`src/rtl/data_cache.sv`:
```
// data_cache: direct-mapped, write-back, write-allocate L1 data cache for the MEM stage.
// Latency: hits complete in 0 cycles (combinational read, store on the same edge);
//          misses stall for WORDS*(L+1)+1 cycles, doubled refill time if a dirty victim is written back.
// Backpressure: raises miss to stall the core; each memory word waits for a one-cycle mem_ack.
//
// Ports:
//   clk, rst_n           clock, asynchronous active-low reset
//   rd_req, wr_req[3:0]  load request / store byte enables (any bit set = store)
//   addr, wr_data        byte address and lane-aligned store data
//   rd_data, miss        load result and stall request
//   mem_*                word-serial main-memory read/write port
//   hit_count/miss_count performance counters (wrap modulo 2^32)
module data_cache #(
  parameter int LINE_ADDR_LEN = 3,
  parameter int SET_ADDR_LEN  = 2
) (
  input  logic        clk,
  input  logic        rst_n,
  input  logic        rd_req,
  input  logic [3:0]  wr_req,
  input  logic [31:0] addr,
  input  logic [31:0] wr_data,
  output logic [31:0] rd_data,
  output logic        miss,
  output logic        mem_rd_req,
  output logic        mem_wr_req,
  output logic [31:0] mem_addr,
  output logic [31:0] mem_wdata,
  input  logic [31:0] mem_rdata,
  input  logic        mem_ack,
  output logic [31:0] hit_count,
  output logic [31:0] miss_count
);

  localparam int TAG_LEN = 30 - LINE_ADDR_LEN - SET_ADDR_LEN;
  localparam int WORDS   = 1 << LINE_ADDR_LEN;
  localparam int SETS    = 1 << SET_ADDR_LEN;

  typedef enum logic [1:0] {
    S_IDLE   = 2'd0,
    S_WB     = 2'd1,
    S_REFILL = 2'd2
  } state_t;

  state_t r_state;
  state_t w_state_nxt;

  // Line storage: control bits are reset, tags and data are don't-care after reset.
  logic [SETS-1:0]    r_valid;
  logic [SETS-1:0]    r_dirty;
  logic [TAG_LEN-1:0] r_tag  [SETS];
  logic [31:0]        r_data [SETS][WORDS];

  // Pending miss: only these are used while WB/REFILL runs.
  logic [TAG_LEN-1:0]       r_pend_tag;
  logic [SET_ADDR_LEN-1:0]  r_pend_set;
  logic [LINE_ADDR_LEN-1:0] r_word_cnt;

  logic [31:0] r_hit_count;
  logic [31:0] r_miss_count;

  // Address decode of the live request.
  logic [LINE_ADDR_LEN-1:0] w_word;
  logic [SET_ADDR_LEN-1:0]  w_set;
  logic [TAG_LEN-1:0]       w_tag;
  logic [1:0]               w_unused_addr_lsb;

  assign w_word            = addr[2 +: LINE_ADDR_LEN];
  assign w_set             = addr[2 + LINE_ADDR_LEN +: SET_ADDR_LEN];
  assign w_tag             = addr[31 -: TAG_LEN];
  assign w_unused_addr_lsb = addr[1:0];

  logic w_req;
  logic w_store;
  logic w_idle;
  logic w_hit;
  logic w_complete;
  logic w_start_miss;
  logic w_last;
  logic w_wb_ack;
  logic w_refill_ack;

  assign w_req        = rd_req | (|wr_req);
  assign w_store      = |wr_req;
  assign w_idle       = (r_state == S_IDLE);
  assign w_hit        = r_valid[w_set] && (r_tag[w_set] == w_tag);
  assign w_complete   = w_idle && w_req && w_hit;
  assign w_start_miss = w_idle && w_req && !w_hit;
  assign w_last       = (r_word_cnt == LINE_ADDR_LEN'(WORDS - 1));
  assign w_wb_ack     = (r_state == S_WB) && mem_ack;
  assign w_refill_ack = (r_state == S_REFILL) && mem_ack;

  // Stall covers the whole miss sequence and drops in the IDLE cycle where the held request hits.
  assign miss = w_req && (!w_idle || !w_hit);

  // On a combined load+store the pre-store word is returned, since the store lands at the edge.
  assign rd_data = (w_idle && rd_req && w_hit) ? r_data[w_set][w_word] : 32'd0;

  assign hit_count  = r_hit_count;
  assign miss_count = r_miss_count;

  // Next-state and memory-port outputs.
  always_comb begin
    w_state_nxt = r_state;
    mem_rd_req  = 1'b0;
    mem_wr_req  = 1'b0;
    mem_addr    = 32'd0;
    mem_wdata   = 32'd0;
    case (r_state)
      S_IDLE: begin
        if (w_start_miss) begin
          if (r_valid[w_set] && r_dirty[w_set]) begin
            w_state_nxt = S_WB;
          end else begin
            w_state_nxt = S_REFILL;
          end
        end
      end
      S_WB: begin
        // Victim address is rebuilt from the tag still resident in the set.
        mem_wr_req = 1'b1;
        mem_addr   = {r_tag[r_pend_set], r_pend_set, r_word_cnt, 2'b00};
        mem_wdata  = r_data[r_pend_set][r_word_cnt];
        if (mem_ack && w_last) begin
          w_state_nxt = S_REFILL;
        end
      end
      S_REFILL: begin
        mem_rd_req = 1'b1;
        mem_addr   = {r_pend_tag, r_pend_set, r_word_cnt, 2'b00};
        if (mem_ack && w_last) begin
          w_state_nxt = S_IDLE;
        end
      end
      default: begin
        w_state_nxt = S_IDLE;
      end
    endcase
  end

  // Control state, line status bits and counters.
  always_ff @(posedge clk or negedge rst_n) begin
    if (!rst_n) begin
      r_state      <= S_IDLE;
      r_valid      <= '0;
      r_dirty      <= '0;
      r_pend_tag   <= '0;
      r_pend_set   <= '0;
      r_word_cnt   <= '0;
      r_hit_count  <= 32'd0;
      r_miss_count <= 32'd0;
    end else begin
      r_state <= w_state_nxt;

      if (w_start_miss) begin
        r_pend_tag   <= w_tag;
        r_pend_set   <= w_set;
        r_word_cnt   <= '0;
        r_miss_count <= r_miss_count + 32'd1;
      end

      if (w_complete) begin
        r_hit_count <= r_hit_count + 32'd1;
        if (w_store) begin
          r_dirty[w_set] <= 1'b1;
        end
      end

      // Counter wraps naturally to 0 after the last word, ready for the next phase.
      if (w_wb_ack || w_refill_ack) begin
        r_word_cnt <= r_word_cnt + LINE_ADDR_LEN'(1);
      end

      if (w_wb_ack && w_last) begin
        r_dirty[r_pend_set] <= 1'b0;
      end

      if (w_refill_ack && w_last) begin
        r_valid[r_pend_set] <= 1'b1;
        r_dirty[r_pend_set] <= 1'b0;
      end
    end
  end

  // Tag and data arrays: no reset needed, validity is tracked by r_valid.
  always_ff @(posedge clk) begin
    if (w_complete && w_store) begin
      for (int b = 0; b < 4; b++) begin
        if (wr_req[b]) begin
          r_data[w_set][w_word][8*b +: 8] <= wr_data[8*b +: 8];
        end
      end
    end
    if (w_refill_ack) begin
      r_data[r_pend_set][r_word_cnt] <= mem_rdata;
    end
    if (w_refill_ack && w_last) begin
      r_tag[r_pend_set] <= r_pend_tag;
    end
  end

endmodule

```
`config.mk`:
```
export PLATFORM = sky130hd
export DESIGN_NAME = data_cache
export DESIGN_NICKNAME = d
export VERILOG_FILES = /design/src/rtl/data_cache.sv
export SDC_FILE = /design/constraint.sdc
export NUM_CORES = 2
export LEC_CHECK = 0
export ABC_CLOCK_PERIOD_IN_PS = 5100
export BUFFER_PORTS_ARGS = -buffer_cell sky130_fd_sc_hd__buf_2
export CELL_PAD_IN_SITES_DETAIL_PLACEMENT = 0
export CELL_PAD_IN_SITES_GLOBAL_PLACEMENT = 1
export CORE_ASPECT_RATIO = 0.75
export CORE_MARGIN = 3
export CORE_UTILIZATION = 40
export CTS_CLUSTER_DIAMETER = 60
export DETAILED_ROUTE_END_ITERATION = 8
export PLACE_DENSITY = 0.6
export SLEW_MARGIN = 10
export SYNTH_ARGS = -nofsm -noshare
export SYNTH_HDL_FRONTEND = slang
export SYNTH_SLANG_ARGS = --single-unit
```
`constraint.sdc`:
```
create_clock -name clk -period 5.1 [get_ports clk]
set_input_delay 1.02 -clock clk [delete_from_list [all_inputs] [get_ports clk]]
set_output_delay 1.02 -clock clk [all_outputs]
set_load 0.03 [all_outputs]
```
### Yosys cells after proc, flatten, opt, wreduce, memory -nomap -nowiden

Memories as Yosys holds them, arrays and structs flattened.
Index checks and enable logic that the tools add are counted.

| storage, ports and cells | value |
|---|---|
| output and inout bits | 163 |
| input bits | 104 |
| bits in writable memories | 1124 |
| register bits after elaboration | 104 |
| word-level logic and storage cells | 1658 |
| bits in latches | 0 |
| memory bits (read-only) | 0 |
| memories | 2 |

| cells by class | value |
|---|---|
| magnitude comparators | 8 |
| equality and inequality tests | 7 |
| multiply operators | 0 |
| bitwise operators | 776 |
| reductions and logical operators | 27 |
| multiplexer cells | 827 |
| add/sub/neg operators | 3 |
| shifts and indexed selects | 0 |
| div/mod/pow operators | 0 |

Memories:

| name | words | width | read ports | clocked after memory_dff | wr ports | line | source |
|---|---|---|---|---|---|---|---|
| r_data | 4 | 256 | 2 | 0 | 1 | 52 | `logic [31:0] r_data [SETS][WORDS];` |
| r_tag | 4 | 25 | 2 | 0 | 1 | 51 | `logic [TAG_LEN-1:0] r_tag [SETS];` |

Operator list:

| cell | number |
|---|---|
| $mux W256 | 7 |
| $mux W1 | 785 |
| $or A1 B1 Y1 | 769 |
| $demux W32 S3 | 5 |
| $mux W32 | 8 |
| $reduce_or A256 Y1 | 1 |
| $bmux W32 S3 | 2 |
| $add A32 B1 Y32 const B | 2 |
| $pmux W32 S2 | 1 |
| $eq A25 B25 Y1 | 1 |
| $mux W24 | 1 |
| $logic_and A1 B1 Y1 | 18 |
| $mux W16 | 1 |
| $mux W4 | 4 |
| $mux W2 | 5 |
| $and A4 B4 Y4 | 2 |
| $ge A4 B4 Y1 const B | 2 |
| $lt A4 B1 Y1 const B | 2 |
| $mux W8 | 1 |
| $not A3 Y4 | 2 |
| $or A4 B4 Y4 | 2 |
| $lt A2 B3 Y1 const B | 2 |
| $mux W3 | 2 |
| $ne A2 B1 Y1 const B | 3 |
| other kinds (15) | 20 |

### Logic depth before layout (Yosys ltp)

| depth | value |
|---|---|
| depth in word-level cells | 11 |
| gate-level depth with buffers | 14 |
| mapped depth without buffers | 8 |

### Worst setup path after synthesis

No wires, ideal clock.

| timing | value |
|---|---|
| path kind | input -> output |
| from | input addr[6] |
| to | output rd_data[0] |
| stages on the path | 12 |
| path buffers | 5 |
| arrival | 3.832 ns |
| data required time | 4.080 ns |
| path slack | 0.248 ns |
| path through | buf_2 buf_4 buf_2 mux4_2 xnor2_1 nand3_1 a2111oi_0 nand4_1 or2_2 clkbuf_1 clkbuf_1 nor2_1 |

| on the way | value |
|---|---|
| word-level cells in the longest chain between the ends | 5 |
| elaborated cells between the ends (all ways) | 11 |
| classes of those cells | 1 x eq/ne; 6 x mux; 2 x reduce/logical; 2 x memory |

RTL lines:

| element | line | source |
|---|---|---|
| start, declared | 21 | `input logic [31:0] addr,` |
| $mem_v2 Z4 W256 (tied with other cells) | - |  |
| $bmux W32 S3 (tied with other cells) | 97 | `assign rd_data = (w_idle && rd_req && w_hit) ? r_data[w_set][w_word] : 32'd0;` |
| $mux W32 (not written as such) / $logic_and A1 B1 Y1 (equally long branches) | 97, 86 |  |
| $mux W32 (not written as such) / $logic_and A1 B1 Y1 (equally long branches) | 97 |  |
| $mux W32 * | 97 |  |
| end, declared | 23 | `output logic [31:0] rd_data,` |

Every way passes the cells marked *; elsewhere a longest branch is shown, timed or not. The select of a mux whose other input is x is not followed.

### Worst setup path after layout

| timing | value |
|---|---|
| from | input addr[6] |
| to | output rd_data[9] |

The elaborated chain is that of the path after synthesis.

==> metrics.csv <==
stage;metric;value;unit
finish;final core utilization;47.51;%
logic_synthesis;top-area cell type share of the netlist area;59.13;%
clocking;Root Buffer;clkbuf_16;
logic_synthesis;Main synth FF type;edfxtp_1;
logic_synthesis;top-count cell post-synth;edfxtp_1;
worst_setup_path;WP buf/inv;4;
worst_setup_path;crit path max fanout;17;
floorplanning;Initial Utilization;40.48;%
worst_setup_path;CP top delay family;simple AND/OR/NAND/NOR gates;
clocking;post-CTS setup repair buffer count;0;
detailed_routing;final WL;189700;µm
pwr;overall power;29450;µW
place;RePlAce Congestion;0.8994;
worst_setup_path;critical path launch point type;input port;
detailed_routing;Routed Antenna Nets;0;
timing;Final min period;4.926;ns
clocking;clk_lat worst skew;0.76;ns
logic_synthesis;Synth cell types;62;
floorplanning;DIE WIDTH;442.2;µm
flow_run;maxcap violations;0;
detailed_routing;DRT iter0 DRCs;4706;
logic_synthesis;Post-synth EDFFs;1124;
floorplanning;Core ar.;141000;µm²
logic_synthesis;Syn Inst Count;3181;
finish;Layout area overhead;17.35;%
detailed_routing;via count;35888;
clocking;CTS hold repair buffers;0;
worst_setup_path;CP dominant cell by count;nand4_1;
clocking;CTS Buf Count;131;
clocking;CTS resizes;1;
logic_synthesis;top post-synthesis cells by area;edfxtp_1 (59%), mux4_2 (22%), dfrtp_1 (4.6%);
floorplanning;I/O Pins;267;
status;outcome;complete, no violations;
logic_synthesis;async set or reset register ratio after synthesis;8.469;%
worst_setup_path;Critical Path, Cell by Cell;buf_8 > buf_4 > mux2i_1 > o2bb2ai_1 > a21oi_2 > nand4_1 > a2111oi_1 > nand4_1 > or2_4 > buf_12 > nor2_1 > buf_2;
timing;Slew Limit Headroom;22.02;%
logic_synthesis;synth cell count leaders;edfxtp_1 (1124), mux4_2 (548), nand2_1 (163), clkbuf_1 (149), o21ai_0 (137);
timing;Period Utilization, post-route;96.59;%
logic_synthesis;Mapped Avg Cell Area;17.94;µm²
worst_setup_path;crit end category;output port;
worst_setup_path;critical path class;in2out;
timing;final hold viol count;0;
floorplanning;Die ar.;147300;µm²
global_route;global-route wire length before repair;267900;µm
global_route;grt ovf;0;
floorplanning;row count;119;
detailed_routing;DR DRC count;0;
timing;final clock skew;0.02490;ns
clocking;clk sinks;1228;
timing;highest clock rate;203.0;MHz
logic_synthesis;Synth Register Bits;1228;
place;number of I/O port buffers;262;
logic_synthesis;Yosys top cell by area;edfxtp_1;
finish;layout cell share with drive strength beyond 1;35.92;%
finish;Non-Filler Instances;5553;
logic_synthesis;YS warnings;0;
place;DP HPWL;119200;µm
pwr;PwrDens;439.7;nW/µm²
detailed_routing;DR pass1 iterations;5;
timing;worst slew pin tran;1.170;ns
place;Placed Instances;5318;
finish;fin nets;3687;
clocking;htree depth;4;
logic_synthesis;Seq/Total Area, Yosys;63.69;%
pwr;Max IR drop VDD;0.0002725;V
timing;Max Slew Vio Count;0;
clocking;Max clock buf depth;3;
timing;final count of negative-setup-slack endpoints;0;
finish;fin area;66980;µm²
place;Area after DPL;62780;µm²
timing;Setup TNS;0;ns
worst_setup_path;Critical Path Max Stage Delay;0.39;ns
worst_setup_path;Worst EP required;4.08;ns
detailed_routing;via-per-instance ratio;6.463;
global_route;GRT Total Usage;25.46;%
worst_setup_path;CP max-delay cell;a2111oi_1;
detailed_routing;wire length per cell;34.17;µm
clocking;Clock transition at path regs;0.06;ns
logic_synthesis;Post-Syn Area;57080;µm²
clocking;CTS tree;done;
worst_setup_path;critical path arrival;3.91;ns
global_route;initial antenna violation count;5;
global_route;largest net degree at the start of global routing;145;
pwr;LEAKAGE;0.02232;µW
hold_path;Hold Path Class;in2async;
floorplanning;die height;333.2;µm
global_route;vias in the first global route;36164;
==> metal layers <==
layer	wire, µm	global-route usage [%]	vias to the layer above
li1	-	-	14297
met4	6555	9.077	2
met3	19790	6.322	371
met5	13	0	-
met2	85910	38.16	2080
met1	77480	36.35	19138
==> path summary, 6_finish.rpt <==
path	start	slack, ns	end	cells after the start
hold / removal	rst_n	0.35	hit_count[13]	1
hold reg to reg	hit_count[31]	0.47	hit_count[31]	1
setup reg to reg	r_tag[0][10]	1.15	r_data[2][99]	9
min in group clk	hit_count[31]	0.47	hit_count[31]	1
max in group asynchronous	rst_n	3.75	r_pend_tag[13]	2
setup / recovery	addr[6]	0.17	rd_data[9]	12
==> placed cells by master, fill, tap and decap left out, types with 28 or more instances in the layout <==
master,n
nand2_1,160
o21ai_0,34
a22oi_1,91
a31oi_1,33
a22o_1,35
mux4_2,548
xnor2_1,40
nor2_1,64
o21ai_1,114
nor2b_1,29
a221oi_1,35
nand3_1,28
buf_4,160
mux2_2,40
xor2_1,40
o22ai_1,129
mux2i_1,35
edfxtp_1,1124
buf_12,87
dfrtp_1,102
or4_1,36
clkbuf_16,136
buf_2,259
==> through the flow <==
| step | hold WS (ns) | setup slack [ns] |
|---|---|---|
| 2_1_floorplan | 0.4337 | 0.2484 |
| 3_3_place_gp | 0.4496 | -0.07188 |
| 3_5_place_dp | 0.4574 | 0.01203 |
| 4_1_cts | 0.3245 | 0.1170 |
| 5_1_grt | 0.3741 | -0.003214 |
| 6_report | 0.3458 | 0.1737 |
==> state kept, by name (all words and copies together) (netlist names) <==
| name | flops |
|---|---|
| r_word_cnt | 3 |
| hit_count | 32 |
| r_data | 1024 |
| miss_count | 32 |
| r_dirty | 4 |
| r_state | 2 |
| r_pend_tag | 25 |
| r_valid | 4 |
| r_tag | 100 |
| r_pend_set | 2 |
==> final cells by class <==
class	instances	area, µm²
diodes	3	7.507
clock buffers	162	3521
clock inverters	70	653.1
fillers	11684	74020
inverters	26	97.59
multi-input cells	1681	19730
flip-flops and latches	1228	36360
well taps	1875	2346
repair buffers	508	4269
==> report_power, final <==
part | internal [µW] | switching, µW
combinational | 3280 | 4360
sequential | 11900 | 475
clock | 5460 | 3960
total | 20700 | 8790
==> kinds of logic (layout without fill, tap and decap cells) <==
family	Yosys count	after routing	share of synthesized area, %
xor gates and xnor gates	81	81	1.243
other	1	5	0.006569
and+or+nand+nor	462	462	4.095
buffers and inverters	273	766	1.931
DFF	1228	1228	63.69
muxes	624	624	23.04
AOI/OAI and AO/OA	505	505	5.839
adders and majority gates	7	7	0.1534
Power figures use the tool's default switching activity.
